## config.mk

```make
export PLATFORM = sky130hd
export DESIGN_NAME = ks_carry_pipe
export DESIGN_NICKNAME = d
export VERILOG_FILES = /design/src/rtl/ntt_add_pkg.sv /design/src/rtl/ks_cell.sv /design/src/rtl/ks_carry_pipe.sv
export SDC_FILE = /design/constraint.sdc
export NUM_CORES = 2
export LEC_CHECK = 0
export CORE_MARGIN = 2
export CORE_UTILIZATION = 59
export DETAILED_ROUTE_END_ITERATION = 10
export GPL_TIMING_DRIVEN = 0
export PLACE_DENSITY = 0.8
export SYNTH_ARGS = -nofsm -noshare
export SYNTH_HDL_FRONTEND = slang
export SYNTH_SLANG_ARGS = --single-unit
```

## constraint.sdc

```tcl
create_clock -name clk -period 1.8 [get_ports clk]
set_input_delay 0.27 -clock clk [delete_from_list [all_inputs] [get_ports clk]]
set_output_delay 0.27 -clock clk [all_outputs]
set_load 0.1 [all_outputs]
```

## src/rtl/ntt_add_pkg.sv

```systemverilog
// Shared widths and stage types for the 128-bit NTT adder datapath.
package ntt_add_pkg;

  localparam int ADD_W     = 128;
  localparam int KS_LEVELS = 7;

  // Running group propagate/generate pair handed from one prefix level to the next.
  typedef struct packed {
    logic [ADD_W-1:0] p;
    logic [ADD_W-1:0] g;
  } pg_t;

endpackage

```

## src/rtl/ks_cell.sv

```systemverilog
// Kogge-Stone black cell: merges group (pi,gi) with the lower group (pj,gj).
module ks_cell (
  input  logic pi,
  input  logic gi,
  input  logic pj,
  input  logic gj,
  output logic p,
  output logic g
);

  assign p = pi & pj;
  assign g = gi | (pi & gj);

endmodule

```

## src/rtl/ks_carry_pipe.sv

```systemverilog
// Pipelined Kogge-Stone carry network plus sum stage, with a global stall on the
// valid/ready handshake and optional registers between the seven prefix levels.
module ks_carry_pipe
  import ntt_add_pkg::*;
#(
  parameter int W         = ADD_W,
  parameter int REG_EVERY = 2
) (
  input  logic         clk,
  input  logic         rst_n,
  input  logic         in_valid,
  output logic         in_ready,
  input  logic [W-1:0] p,
  input  logic [W-1:0] g,
  input  logic         cin,
  output logic         out_valid,
  input  logic         out_ready,
  output logic [W-1:0] sum,
  output logic         cout
);

  localparam int NL = KS_LEVELS;

  // st[k]/st_src[k]/st_c[k]/st_v[k]: everything entering prefix level k+1.
  pg_t [NL-1:0]          st;
  logic [NL-1:0][W-1:0]  st_src;
  logic [NL-1:0]         st_c;
  logic [NL-1:0]         st_v;
  pg_t [NL:1]            lv;

  logic stall;
  logic adv;
  logic unused_top_p;

  assign stall    = out_valid & ~out_ready;
  assign adv      = ~stall;
  assign in_ready = ~stall;

  // Folding cin into bit 0 lets the prefix tree treat it as an ordinary generate.
  assign st[0].p   = p;
  assign st[0].g   = {g[W-1:1], g[0] | (p[0] & cin)};
  assign st_src[0] = p;
  assign st_c[0]   = cin;
  assign st_v[0]   = in_valid;

  for (genvar k = 1; k <= NL; k++) begin : g_lvl
    localparam int D = 1 << (k - 1);

    for (genvar i = 0; i < W; i++) begin : g_bit
      if (i >= D) begin : g_cell
        ks_cell u_cell (
          .pi(st[k-1].p[i]),
          .gi(st[k-1].g[i]),
          .pj(st[k-1].p[i-D]),
          .gj(st[k-1].g[i-D]),
          .p (lv[k].p[i]),
          .g (lv[k].g[i])
        );
      end else begin : g_pass
        assign lv[k].p[i] = st[k-1].p[i];
        assign lv[k].g[i] = st[k-1].g[i];
      end
    end

    if (k < NL) begin : g_bnd
      if (k % REG_EVERY == 0) begin : g_reg
        pg_t          r_pg;
        logic [W-1:0] r_src;
        logic         r_c;
        logic         r_v;

        always_ff @(posedge clk or negedge rst_n) begin
          if (!rst_n) begin
            r_v   <= 1'b0;
            r_pg  <= '0;
            r_src <= '0;
            r_c   <= 1'b0;
          end else if (adv) begin
            r_v <= st_v[k-1];
            if (st_v[k-1]) begin
              r_pg  <= lv[k];
              r_src <= st_src[k-1];
              r_c   <= st_c[k-1];
            end
          end
        end

        assign st[k]     = r_pg;
        assign st_src[k] = r_src;
        assign st_c[k]   = r_c;
        assign st_v[k]   = r_v;
      end else begin : g_wire
        assign st[k]     = lv[k];
        assign st_src[k] = st_src[k-1];
        assign st_c[k]   = st_c[k-1];
        assign st_v[k]   = st_v[k-1];
      end
    end
  end

  // Group propagate out of the last level has no consumer.
  assign unused_top_p = ^lv[NL].p;

  always_ff @(posedge clk or negedge rst_n) begin
    if (!rst_n) begin
      out_valid <= 1'b0;
      sum       <= '0;
      cout      <= 1'b0;
    end else if (adv) begin
      out_valid <= st_v[NL-1];
      if (st_v[NL-1]) begin
        sum  <= st_src[NL-1] ^ {lv[NL].g[W-2:0], st_c[NL-1]};
        cout <= lv[NL].g[W-1];
      end
    end
  end

endmodule

```

==> flow_metrics.env <==
export IMPL_outcome="finished with violations"
export IMPL_failing_checks="hold timing, setup timing"
export IMPL_rsz_0062_raised_after_global_routing="true"
export IMPL_number_of_global_route_vias_before_repair=42200
export IMPL_via_count=42400
export IMPL_grt_util_all_layers_pct=44.5
export IMPL_finish_net_count=5232
export IMPL_wl_met1_mm=79.7
export IMPL_pin_count_of_the_biggest_net_entering_global_routing=182
export IMPL_worstPathMaxFanout=5
export IMPL_total_length_of_routed_met2_wires_mm=91.9
export IMPL_critPathMaxStageDelay_ns=0.40
export IMPL_ant_nets=0
export IMPL_critical_path_most_common_cell="buf_12"
export IMPL_synth_top_area_share_pct=56.6
export IMPL_synthToLayoutAreaGrowth_pct=24.2
export IMPL_global_route_wire_length_before_repair_mm=297
export IMPL_synth_area_mm2=0.0532
export IMPL_floorplan_die_width_um=304
export IMPL_synth_most_common_cell="dfrtp_1"
export IMPL_synthesized_area_per_cell_um2=12.1
export IMPL_timing_critical_path_slowest_stage_cell="dfrtp_4"
export IMPL_peakVddDrop_uv=2050
export IMPL_synth_seq_area_share_pct=56.6
export IMPL_path_category_of_the_worst_min_delay_check="in -> async"
export IMPL_ioPinCount=392
export IMPL_yosys_top_cells_area="dfrtp_1 57%, mux2_2 13%, mux2_4 6.3%"
export IMPL_fin_crit_ns=2.24
export IMPL_viasPerCell=6.77
export IMPL_async_flop_share_pct=100
export IMPL_grt_overflow_total=0
export IMPL_setup_slack_placement_ns=-1.58
export IMPL_slew_worst_pin_ns=1.21
export IMPL_synth_seq_cells=1204
export IMPL_clk_latency_ns=0.75
export IMPL_setup_worst_path_start_class="flip-flop"
export IMPL_crit_path_category="reg -> out"
export IMPL_met3_length_mm=25.4
export IMPL_synthCells=4394
export IMPL_start_util_pct=59.3
export IMPL_number_of_clock_sinks=1204
export IMPL_port_buffers=391
export IMPL_dp_hpwl_mm=155
export IMPL_post_route_period_util_pct=124
export IMPL_die_area_mm2=0.0927
export IMPL_leakage_nw=27.9
export IMPL_cts_htree_levels=3
export IMPL_max_used_layer="met5"
export IMPL_data_arrival_time_at_the_worst_slack_endpoint_ns=1.97
export IMPL_max_freq_mhz=447
export IMPL_power_per_cell_area_mw_per_mm2=1890
export IMPL_place_gp_congestion=1.04
export IMPL_clkTransAtPathRegs_ns=0.06
export IMPL_die_y_um=304
export IMPL_netlist_top_cell_by_area="dfrtp_1"
export IMPL_syn_nets=4655
export IMPL_crit_required_ns=1.53
export IMPL_dominantRegCellSynth="dfrtp_1"
export IMPL_synth_common_cells="1204 x dfrtp_1, 623 x mux2_2, 572 x a21oi_1"
export IMPL_critical_path_cell_by_cell="nor2b_4, inv_2, buf_8, buf_12, buf_12, buf_12"
export IMPL_routedWlPerCell_um=33.7
export IMPL_final_core_utilization_pct=73.7
export IMPL_synthDistinctLibCells=36
export IMPL_detail_route_drc_violations=0
export IMPL_finalHoldViolCount=277
export IMPL_num_fill_cells=5944
export IMPL_finalWorstSetupSlack_ns=-0.438
export IMPL_initial_antenna_violation_count=20
export IMPL_skew_ns=0.0224
export IMPL_setup_worst_path_end_class="output port"
export IMPL_placement_rows=110
export IMPL_setup_viol_count_final=1134
export IMPL_synth_warnings=0
export IMPL_post_synth_edffs=0
export IMPL_post_route_cells_drive_above_1_share_pct=29.9
export IMPL_finalHoldWorstSlack_ns=-0.547
export IMPL_cts_inserted_buffers=121
export IMPL_timing_max_transition_violations_final=0
export IMPL_placeableCoreArea_mm2=0.0897
export IMPL_max_clock_path_buffers=3
export IMPL_buffer_type_at_the_clock_tree_root="clkbuf_16"
export IMPL_tritoncts="done"
export IMPL_drt_wl_total_mm=211
export IMPL_drt_first_iter_violations=5435
export IMPL_drv_max_cap_violation_count=0
export IMPL_setup_total_negative_slack_ns=-245.89
export IMPL_slew_headroom_pct=19.6
export IMPL_drt_pass1_iterations=7
cell usage in the layout (no fill, tap or decap), types with 37 or more instances in the layout:
cell type        netlist  final
nand4_1               50     50
clkbuf_16              0    131
nor2_1               187    187
buf_2                 79     51
o31ai_4                0     50
nand2_1              271    268
clkbuf_8               0     37
buf_4                 25    143
nand3_1               40     40
clkdlybuf4s50_1        0    259
xnor2_1              128    128
mux2_4               225    311
mux2_2               623    537
a21oi_1              572    565
buf_12                 0     65
o21ai_0              517    514
clkbuf_1              77     66
dfrtp_1             1204   1202
what timing repair did:
| action | 4_1_cts | 5_1_grt |
|---|---|---|
| setup buffers | 23 | 14 |
| endpoints found under the setup margin | 1510 | 1299 |
| pin swaps | 30 | 29 |
| hold endpoints to repair | 244 | 188 |
| gates cloned | 17 | 9 |
| resized for setup | 1052 | 205 |
critical path: cells and delay by family (launching register included):
| family | cells | cell delay [ns] |
|---|---|---|
| simple gates | 1 | 0.21 |
| buf+inv | 5 | 0.62 |
| flops | 1 | 0.40 |
path summary, 6_finish.rpt:
kind,from,end,slack [ns],cells past startpoint
min in group clk,p[108],g_lvl[2].g_bnd.g_reg.r_src[108]$_DFFE_PN0P_,0.26,2
setup reg to reg,out_valid$_DFFE_PN0N_,g_lvl[4].g_bnd.g_reg.r_pg[127]$_DFFE_PN0P_,-0.43,7
max in group asynchronous,rst_n,g_lvl[4].g_bnd.g_reg.r_src[13]$_DFFE_PN0P_,0.21,5
hold / removal,rst_n,sum[94]$_DFFE_PN0P_,-0.55,1
setup / recovery,out_valid$_DFFE_PN0N_,in_ready,-0.44,6
hold reg to reg,sum[119]$_DFFE_PN0P_,sum[119]$_DFFE_PN0P_,0.50,1
where the power goes:
group          internal (mW)  leakage [nW]  switching (mW)
clock                   15.6          2.08            11.4
combinational           20.3          11.6            30.3
sequential              36.1          14.3            10.9
total                   72.0          27.9            52.7
metal layers:
layer | GRT usage, % | up-vias
met2 | 64.8 | 2625
li1 | - | 17200
met5 | 0 | -
met3 | 15.2 | 637
met4 | 24.7 | 14
met1 | 58.7 | 22000
cell families after synthesis:
kind of cell / share of synthesized area [%]
AOI/OAI and AO/OA: 14.4
xor gates and xnor gates: 2.11
buffers and inverters: 2.60
DFF: 56.6
muxes: 19.5
and+or+nand+nor: 4.72
sequential cells by signal, indices dropped and copies added (netlist names):
| register | cells |
|---|---|
| out_valid | 1 |
| cout | 1 |
| sum | 128 |
| g_lvl.g_bnd.g_reg.r_src | 381 |
| g_lvl.g_bnd.g_reg.r_c | 3 |
| g_lvl.g_bnd.g_reg.r_v | 3 |
| g_lvl.g_bnd.g_reg.r_pg | 687 |
cell type report:
| type | count | area, um^2 | area share (%) |
|---|---|---|---|
| Sequential cell | 1204 | 30100 | 45.6 |
| Clock buffer | 180 | 3600 | 5.44 |
| Multi-Input combinational cell | 2938 | 23000 | 34.7 |
| Clock inverter | 49 | 666 | 1.01 |
| Tap cell | 1176 | 1470 | 2.22 |
| Timing Repair Buffer | 458 | 4910 | 7.43 |
| Antenna cell | 10 | 25.0 | 0.0378 |
| Inverter | 37 | 139 | 0.210 |
| Buffer | 211 | 2210 | 3.35 |
stage by stage:
step	instance area, um^2	std cells	total power, mW	hold slack [ns]
2_1_floorplan	53500	4394	73.7	-0.0256
3_3_place_gp	58900	5961	90.5	0.479
3_5_place_dp	59100	5968	91.8	0.362
4_1_cts	64800	6233	121	-0.538
5_1_grt	66100	6258	128	-0.523
6_report	66100	6263	125	-0.547
(Power assumes the default switching activity.)
